--- config.mk ---
export PLATFORM = sky130hd
export DESIGN_NAME = unidad_riesgos
export DESIGN_NICKNAME = d
export VERILOG_FILES = /design/src/rtl/riesgos_pkg.sv /design/src/rtl/sel_adelanto.sv /design/src/rtl/unidad_riesgos.sv
export SDC_FILE = /design/constraint.sdc
export NUM_CORES = 1
export LEC_CHECK = 0
export CELL_PAD_IN_SITES_DETAIL_PLACEMENT = 2
export CELL_PAD_IN_SITES_GLOBAL_PLACEMENT = 2
export CORE_MARGIN = 2
export CORE_UTILIZATION = 27
export CTS_BUF_LIST = sky130_fd_sc_hd__clkbuf_8
export DETAILED_ROUTE_END_ITERATION = 10
export GPL_TIMING_DRIVEN = 0
export HOLD_SLACK_MARGIN = 0.1
export PLACE_DENSITY = 0.91
export RECOVER_POWER = 50
export SLEW_MARGIN = 20
export SYNTH_ARGS = -nofsm -noshare
export SYNTH_HDL_FRONTEND = slang
export SYNTH_SLANG_ARGS = --single-unit
--- constraint.sdc ---
create_clock -name clk -period 3.4 [get_ports clk]
set_input_delay 0.68 -clock clk [delete_from_list [all_inputs] [get_ports clk]]
set_output_delay 0.68 -clock clk [all_outputs]
set_load 0.005 [all_outputs]
--- src/rtl/riesgos_pkg.sv ---
// rtl/riesgos_pkg.sv - shared types and encodings for the hazard unit
// Purpose: hazard-unit FSM state enum, operand-forwarding select encodings
//          and the width of the load-use bubble down-counter.
// Ports: none (package).
package riesgos_pkg;

  typedef enum logic [1:0] {
    RUN      = 2'd0,
    LU_WAIT  = 2'd1,
    MEM_WAIT = 2'd2
  } estado_e;

  // Operand source select: register file, memory stage, writeback stage.
  localparam logic [1:0] FOR_RF  = 2'b00;
  localparam logic [1:0] FOR_MEM = 2'b10;
  localparam logic [1:0] FOR_WB  = 2'b01;

  // Enough bits to hold LOAD_LAT-1 for LOAD_LAT up to 8.
  localparam int CNT_BITS = 3;

endpackage

--- src/rtl/sel_adelanto.sv ---
// rtl/sel_adelanto.sv - forwarding source select for one execute operand
// Purpose: picks where one execute-stage source operand comes from.
// Ports:
//   src            in  REG_W  source register of the operand in execute
//   rd_mem/esc_mem in  REG_W/1 memory-stage destination and write enable
//   load_mem       in  1      memory-stage instruction is a load
//   rd_wb/esc_wb   in  REG_W/1 writeback destination and write enable
//   sel            out 2      FOR_RF / FOR_MEM / FOR_WB
module sel_adelanto
  import riesgos_pkg::*;
#(
  parameter int REG_W = 5
) (
  input  logic [REG_W-1:0] src,
  input  logic [REG_W-1:0] rd_mem,
  input  logic             esc_mem,
  input  logic             load_mem,
  input  logic [REG_W-1:0] rd_wb,
  input  logic             esc_wb,
  output logic [1:0]       sel
);

  always_comb begin
    sel = FOR_RF;
    // The memory stage holds the most recent value, so it is tested first.
    // A load in the memory stage has no data yet; the load-use stall covers it.
    if (esc_mem && !load_mem && (rd_mem != '0) && (rd_mem == src)) begin
      sel = FOR_MEM;
    end else if (esc_wb && (rd_wb != '0) && (rd_wb == src)) begin
      sel = FOR_WB;
    end
  end

endmodule

--- src/rtl/unidad_riesgos.sv ---
// rtl/unidad_riesgos.sv - pipeline hazard unit: forwarding, stalls, flushes
// Purpose: forwarding selects for the execute operands, load-use and
//          memory-wait stall sequencing, branch flushes, perf counters.
// Ports:
//   clk, reset                         clock, synchronous active-high reset
//   rs_id, rt_id                       decode-stage sources
//   rs_ex, rt_ex                       execute-stage sources
//   rd_ex, esc_ex, load_ex             execute destination / write / load
//   rd_mem, esc_mem, load_mem          memory destination / write / load
//   rd_wb, esc_wb                      writeback destination / write
//   branch_ex, mem_busy                taken branch in execute, dmem not ready
//   for_a, for_b                       operand source selects
//   stall_if/id/ex/mem                 hold pipeline registers
//   flush_ifid, bubble_idex/memwb      insert NOPs
//   stall_cnt, flush_cnt               saturating performance counters
module unidad_riesgos
  import riesgos_pkg::*;
#(
  parameter int REG_W    = 5,
  parameter int LOAD_LAT = 1,
  parameter int CNT_W    = 16
) (
  input  logic             clk,
  input  logic             reset,
  input  logic [REG_W-1:0] rs_id,
  input  logic [REG_W-1:0] rt_id,
  input  logic [REG_W-1:0] rs_ex,
  input  logic [REG_W-1:0] rt_ex,
  input  logic [REG_W-1:0] rd_ex,
  input  logic             esc_ex,
  input  logic             load_ex,
  input  logic [REG_W-1:0] rd_mem,
  input  logic             esc_mem,
  input  logic             load_mem,
  input  logic [REG_W-1:0] rd_wb,
  input  logic             esc_wb,
  input  logic             branch_ex,
  input  logic             mem_busy,
  output logic [1:0]       for_a,
  output logic [1:0]       for_b,
  output logic             stall_if,
  output logic             stall_id,
  output logic             stall_ex,
  output logic             stall_mem,
  output logic             flush_ifid,
  output logic             bubble_idex,
  output logic             bubble_memwb,
  output logic [CNT_W-1:0] stall_cnt,
  output logic [CNT_W-1:0] flush_cnt
);

  // Bubbles still owed after the one issued in the detecting RUN cycle.
  localparam logic [CNT_BITS-1:0] LU_INIT = CNT_BITS'(LOAD_LAT - 1);

  estado_e             state_q, state_d;
  logic [CNT_BITS-1:0] cnt_q, cnt_d;
  logic [CNT_W-1:0]    stall_cnt_q, stall_cnt_d;
  logic [CNT_W-1:0]    flush_cnt_q, flush_cnt_d;
  logic [1:0]          sel_a, sel_b;
  logic                lu_det;

  sel_adelanto #(.REG_W(REG_W)) u_sel_a (
    .src      (rs_ex),
    .rd_mem   (rd_mem),
    .esc_mem  (esc_mem),
    .load_mem (load_mem),
    .rd_wb    (rd_wb),
    .esc_wb   (esc_wb),
    .sel      (sel_a)
  );

  sel_adelanto #(.REG_W(REG_W)) u_sel_b (
    .src      (rt_ex),
    .rd_mem   (rd_mem),
    .esc_mem  (esc_mem),
    .load_mem (load_mem),
    .rd_wb    (rd_wb),
    .esc_wb   (esc_wb),
    .sel      (sel_b)
  );

  assign for_a = reset ? FOR_RF : sel_a;
  assign for_b = reset ? FOR_RF : sel_b;

  assign lu_det = load_ex && esc_ex && (rd_ex != '0) &&
                  ((rd_ex == rs_id) || (rd_ex == rt_id));

  always_comb begin
    state_d      = state_q;
    cnt_d        = cnt_q;
    stall_if     = 1'b0;
    stall_id     = 1'b0;
    stall_ex     = 1'b0;
    stall_mem    = 1'b0;
    flush_ifid   = 1'b0;
    bubble_idex  = 1'b0;
    bubble_memwb = 1'b0;

    case (state_q)
      RUN: begin
        if (mem_busy) begin
          {stall_if, stall_id, stall_ex, stall_mem, bubble_memwb} = '1;
          state_d = MEM_WAIT;
        end else if (branch_ex) begin
          // The wrong-path instruction in decode is squashed, so any
          // load-use hazard it carries is moot.
          flush_ifid  = 1'b1;
          bubble_idex = 1'b1;
        end else if (lu_det) begin
          stall_if    = 1'b1;
          stall_id    = 1'b1;
          bubble_idex = 1'b1;
          if (LOAD_LAT > 1) begin
            state_d = LU_WAIT;
            cnt_d   = LU_INIT;
          end
        end
      end

      LU_WAIT: begin
        if (mem_busy) begin
          // Bubble count is frozen while memory holds the whole pipe.
          {stall_if, stall_id, stall_ex, stall_mem, bubble_memwb} = '1;
          state_d = MEM_WAIT;
        end else if (branch_ex) begin
          flush_ifid  = 1'b1;
          bubble_idex = 1'b1;
          state_d     = RUN;
          cnt_d       = '0;
        end else begin
          stall_if    = 1'b1;
          stall_id    = 1'b1;
          bubble_idex = 1'b1;
          if (cnt_q <= CNT_BITS'(1)) begin
            state_d = RUN;
            cnt_d   = '0;
          end else begin
            cnt_d = cnt_q - CNT_BITS'(1);
          end
        end
      end

      MEM_WAIT: begin
        // A branch in execute is held in place by stall_ex and is acted on
        // once the memory wait is over.
        if (mem_busy) begin
          {stall_if, stall_id, stall_ex, stall_mem, bubble_memwb} = '1;
        end else begin
          state_d = (cnt_q != '0) ? LU_WAIT : RUN;
        end
      end

      default: begin
        state_d = RUN;
        cnt_d   = '0;
      end
    endcase

    if (reset) begin
      stall_if     = 1'b0;
      stall_id     = 1'b0;
      stall_ex     = 1'b0;
      stall_mem    = 1'b0;
      flush_ifid   = 1'b0;
      bubble_idex  = 1'b0;
      bubble_memwb = 1'b0;
    end

    stall_cnt_d = stall_cnt_q;
    if (stall_id && (stall_cnt_q != '1)) begin
      stall_cnt_d = stall_cnt_q + CNT_W'(1);
    end
    flush_cnt_d = flush_cnt_q;
    if (flush_ifid && (flush_cnt_q != '1)) begin
      flush_cnt_d = flush_cnt_q + CNT_W'(1);
    end
  end

  always_ff @(posedge clk) begin
    if (reset) begin
      state_q     <= RUN;
      cnt_q       <= '0;
      stall_cnt_q <= '0;
      flush_cnt_q <= '0;
    end else begin
      state_q     <= state_d;
      cnt_q       <= cnt_d;
      stall_cnt_q <= stall_cnt_d;
      flush_cnt_q <= flush_cnt_d;
    end
  end

  assign stall_cnt = stall_cnt_q;
  assign flush_cnt = flush_cnt_q;

endmodule

=== Word level (Yosys, flattened, before mapping) ===
Index checks and enable logic that the tools add are counted.

* Add/subtract/negate cells: 3
* Multiply operators: 0
* Divide/modulo/power cells: 0
* Magnitude comparators: 1
* Eq/ne operators: 14
* Shift-type cells: 0
* Multiplexer cells: 36
* Bitwise logic cells: 1
* Reduce and logical (&&, ||, !) cells: 24

{| class="wikitable"
|+ Operators with widths
! operator !! number
|-
| $add 16x1->16 const B || 2
|-
| $ne 16x16->1 const B || 2
|-
| $eq 5x5->1 || 6
|-
| $mux 1 || 20
|-
| $mux 2 || 9
|-
| $reduce_bool 5->1 || 3
|-
| $logic_and 1x1->1 || 12
|-
| $mux 3 || 3
|-
| $ne 2x2->1 const B || 3
|-
| $pmux 2 s3 || 1
|-
| $pmux 3 s2 || 1
|-
| $ne 4x4->1 const B || 1
|-
| $reduce_or 2->1 || 2
|-
| $le 3x1->1 const B || 1
|-
| $pmux 1 s3 || 1
|-
| $reduce_and 3->1 || 1
|-
| $reduce_bool 3->1 || 1
|-
| $reduce_or 3->1 || 1
|-
| $sub 3x1->3 const B || 1
|-
| $eq 2x1->1 const B || 1
|-
| $eq 2x2->1 const B || 1
|-
| $logic_not 2->1 || 1
|-
| $pmux 1 s2 || 1
|-
| $reduce_and 2->1 || 1
|-
| 3 further kinds || 3
|}

* Register bits after elaboration: 37
* Bits in latches: 0
* RAM bits: 0
* Memory bits (read-only): 0
* Input port bits: 44
* Output and inout port bits: 43
* Memories kept: 0

=== Logic depth before layout (Yosys ltp) ===
* Depth after elaboration: 9
* Depth in mapped cells: 10

=== By module ===
A second synthesis with hierarchy kept.

* Cells, all modules: 287
* Area total of the unflattened synthesis: 2,302.2 um^2

{| class="wikitable"
|+ By module, submodules not included
! module !! times used !! cells each !! area an instance (um^2)
|-
| unidad_riesgos || 1 || 245 || 1,979.4
|-
| sel_adelanto || 2 || 21 || 161.4
|}

=== Least setup slack after synthesis ===
No wires, ideal clock.

* Path type: in2out
* From: input port rd_ex[1]
* To: output port stall_if
* Arrival time: 2.098 ns
* Required time: 2.720 ns
* Slack: 0.622 ns
* Stages on the path: 7
* Path buffers: 3
* Path through: or4_1 > o211ai_1 > o21a_1 > buf_2 > buf_2 > nor2_1 > buf_4

* Cells in the longest elaborated chain, start to end: 8

{| class="wikitable"
|+ Ends and longest elaborated chain
! element !! RTL line !! source
|-
| start, declared || unidad_riesgos.sv:29 || <nowiki>input logic [REG_W-1:0] rd_ex,</nowiki>
|-
| $eq 5x5->1 / $reduce_bool 5->1 (equally long branches) || unidad_riesgos.sv:86, unidad_riesgos.sv:85 ||
|-
| $logic_or 1x1->1 / $logic_and 1x1->1 (equally long branches) || unidad_riesgos.sv:86, unidad_riesgos.sv:85 ||
|-
| $logic_and 1x1->1 * || unidad_riesgos.sv:85 || <nowiki>assign lu_det = load_ex && esc_ex && (rd_ex != '0) &&</nowiki>
|-
| $mux 1 * (3 in series) || -- ||
|-
| $pmux 1 s3 * || -- ||
|-
| $mux 1 * || -- ||
|-
| end, declared || unidad_riesgos.sv:41 || <nowiki>output logic stall_if,</nowiki>
|}

Every way passes the cells marked *; elsewhere a longest branch is shown, timed or not.

=== Final worst setup path ===
* From: input port rd_ex[1]
* To: output port stall_id

* Cells in the longest elaborated chain, start to end: 8

{| class="wikitable"
|+ Ends and longest elaborated chain
! element !! RTL line !! source
|-
| $eq 5x5->1 / $reduce_bool 5->1 (equally long branches) || unidad_riesgos.sv:86, unidad_riesgos.sv:85 ||
|-
| $logic_or 1x1->1 / $logic_and 1x1->1 (equally long branches) || unidad_riesgos.sv:86, unidad_riesgos.sv:85 ||
|-
| $logic_and 1x1->1 * || unidad_riesgos.sv:85 ||
|-
| $mux 1 * || unidad_riesgos.sv:109 || <nowiki>end else if (lu_det) begin</nowiki>
|-
| $mux 1 * || unidad_riesgos.sv:104 || <nowiki>end else if (branch_ex) begin</nowiki>
|-
| $mux 1 * || unidad_riesgos.sv:101 || <nowiki>if (mem_busy) begin</nowiki>
|-
| $pmux 1 s3 * || unidad_riesgos.sv:99 || <nowiki>case (state_q)</nowiki>
|-
| $mux 1 * || unidad_riesgos.sv:159 || <nowiki>if (reset) begin</nowiki>
|-
| end, declared || unidad_riesgos.sv:42 || <nowiki>output logic stall_id,</nowiki>
|}

Marked as above.

==> flow_summary.ini <==
[sta]
fin_skew_ns = 0.01437
final.period_utilization = 0.9712
max_freq_mhz = 302.8
rsz0062_at_grt = true
worstMarginPinSlew_ns = 0.9232
setup_violations = 0
fin_ws_ns = 0.09793
slew_headroom = 0.3686
final-max-slew-violation-count = 0
min_period_ns = 3.302
hold_viol_final = 0

[finish]
layout-drive-gt1-share = 0.08065
antenna_cells = 0
stdcell_area_um2 = 3462
final_common_cell = clkdlybuf4s50_1
finalNonFillerCells = 477
fin_util = 0.4192
synthToLayoutAreaGrowth_pct = 49.33
layout_common_cells = clkdlybuf4s50_1, dfxtp_1, xor2_1, dlygate4sd3_1, nor2_1
nFillCells = 943
nNetsFinal = 420

[cts]
clk_pin_slew_worst_paths_ns = 0.07
cts_root_buf = clkbuf_8
cts_buffers = 5
htree_num_levels = 2
cts_tree = done
clk_latency_ns = 0.30
cts_hold_buf = 0
clock_sinks = 37
clock_path_buffers = 2

[synthesis]
synth_area_leaders = dfxtp_1, xor2_1, xnor2_1, nor2_1, or4_1
yosysTopAreaCell = dfxtp_1
yosysWarnings = 0
seq_area_frac_synth = 0.3195
synth_seq_cells = 37
synth_area_um2 = 2318
synth.top_cell.area_share = 0.3195
syn-num-nets = 326
ys_types = 46
avgSynthCellArea_um2 = 8.370
ys.flop_type = dfxtp_1
syn-instance-count = 277
synth_edf_count = 0
async_reset_ff_frac = 0

[status]
status = finished, final reports clean

[placement]
place_congestion = 0.8334
place_area_um2 = 3311
dpl.hpwl_mm = 6.469
place_ws_ns = -0.6853
dp.cells = 468
io_buffers = 86

[drt]
ant_nets = 0
vias = 2492
wire_per_inst_um = 16.66
vias_per_cell = 5.224
drtIter0Drc = 41
drc = 0
dr.pass1.iters = 6
routed_wl_mm = 7.946

[die]
die_w_um = 96.67
ioPinCount = 87
die_area_um2 = 9344
die_y_um = 96.67
initial_utilization = 0.2808
core-area_um2 = 8258
num_rows = 33

[critical_path]
crit_fanout = 3
cp.required_ns = 2.72
startpoint_type = input pin
crit_type = in -> out
arrival_ns = 2.62
end_kind = output port

[global_routing]
grt_pass1_vias = 2845
grt_pass1_wl_mm = 13.57
antenna_found_initial = 0
grt_max_degree = 19
gr-total-overflow = 0
grtUsageTotal = 0.1739

[pwr]
p_leak_nw = 1.341
p_per_area_nw_per_um2 = 294.9
peakVddDrop_mv = 0.1961

[flow_run]
cap_violations = 0

[min_path]
hold_path_class = reg -> reg
-- per-layer routing --
metal | vias up | global-route usage | share of wire
met5 | - | 0 | 0
met3 | 13 | 0.04697 | 0.061
li1 | 1189 | - | -
met4 | 0 | 0.05092 | 0.020
met2 | 84 | 0.3333 | 0.53
met1 | 1206 | 0.1839 | 0.39
-- final timing paths --
path / start / end / slack, ns / depth (start not counted)
worst max-delay path: rd_ex[1] / stall_id / 0.1 / 7
worst min-delay path: stall_cnt[13] / stall_cnt[13] / 0.52 / 2
worst max register to register: state_q[1] / flush_cnt[15] / 1.04 / 8
worst min register to register: stall_cnt[13] / stall_cnt[13] / 0.52 / 2
-- registers in the layout, summed over array words and instances (netlist names) --
| register | flops |
|---|---|
| flush_cnt | 16 |
| cnt_q | 3 |
| stall_cnt | 16 |
| state_q | 2 |
-- critical path, stage by stage --
cell and delay (ns):
dlygate4sd2_1 0.27, or4_1 0.53, o211ai_1 0.30, o21a_1 0.22, buf_6 0.12, nor2_4 0.04
clkdlybuf4s50_1 0.47
-- cell type report --
type	instances	area [um^2]	share of cell area
multi-input combinational	214	1460	0.4218
timing repair buffer	88	862.1	0.2490
sequential	37	740.7	0.2140
tap	105	131.4	0.03795
buffer	15	110.1	0.03180
clock buffer	6	82.58	0.02385
clock inverter	2	37.54	0.01084
inverter	10	37.54	0.01084
-- cell families (layout without fill, tap and decap cells) --
| kind of cell | Yosys count | after routing | share of synthesized area |
|---|---|---|---|
| compound gates | 47 | 47 | 0.1376 |
| simple gates | 112 | 112 | 0.2612 |
| fa+ha+maj | 5 | 5 | 0.02698 |
| mux | 3 | 3 | 0.01403 |
| flops | 37 | 37 | 0.3195 |
| xor+xnor | 47 | 47 | 0.1776 |
| buf+inv | 26 | 121 | 0.06314 |
-- synthesized netlist by cell type, types with 2 or more instances --
| library cell | instances |
|---|---|
| buf_6 | 3 |
| nand3_1 | 14 |
| xnor2_1 | 15 |
| a211oi_1 | 4 |
| buf_2 | 3 |
| and3_1 | 4 |
| or4_1 | 12 |
| and4_1 | 4 |
| nor3b_1 | 2 |
| xor2_1 | 32 |
| mux2_2 | 2 |
| inv_1 | 10 |
| a21oi_1 | 14 |
| nor4_1 | 3 |
| and2_1 | 3 |
| o41ai_1 | 3 |
| o211ai_1 | 2 |
| o21ai_0 | 5 |
| ha_1 | 5 |
| nand4_1 | 10 |
| nand2_1 | 14 |
| clkbuf_1 | 5 |
| o311ai_0 | 5 |
| buf_4 | 3 |
| nor2_1 | 27 |
| o31ai_1 | 7 |
| nor3_1 | 11 |
| dfxtp_1 | 37 |
-- where the power goes --
group / internal [mW] / total [mW] / switching [mW] / leakage (nW)
sequential: 0.435 / 0.438 / 0.00273 / 0.298
clock: 0.239 / 0.412 / 0.174 / 0.0574
combinational: 0.0894 / 0.171 / 0.0814 / 0.985
-- repair_timing --
item	4_1_cts	5_1_grt
setup buffers	2	0
pin swaps	5	0
endpoints found under the setup margin	8	2
resized for setup	16	3
cloned	0	0
-- through the flow --
| step | power (mW) | hold WS [ns] | setup TNS (ns) |
|---|---|---|---|
| detailed placement | 0.6176 | 0.5148 | -1.740 |
| floorplan | 0.5187 | 0.4767 | 0 |
| global route | 1.068 | 0.5533 | -0.01530 |
| global placement | 0.6098 | 0.4858 | -1.325 |
| finish | 1.021 | 0.5223 | 0 |
| CTS | 1.039 | 0.5290 | 0 |
Power figures use the tool's default switching activity.
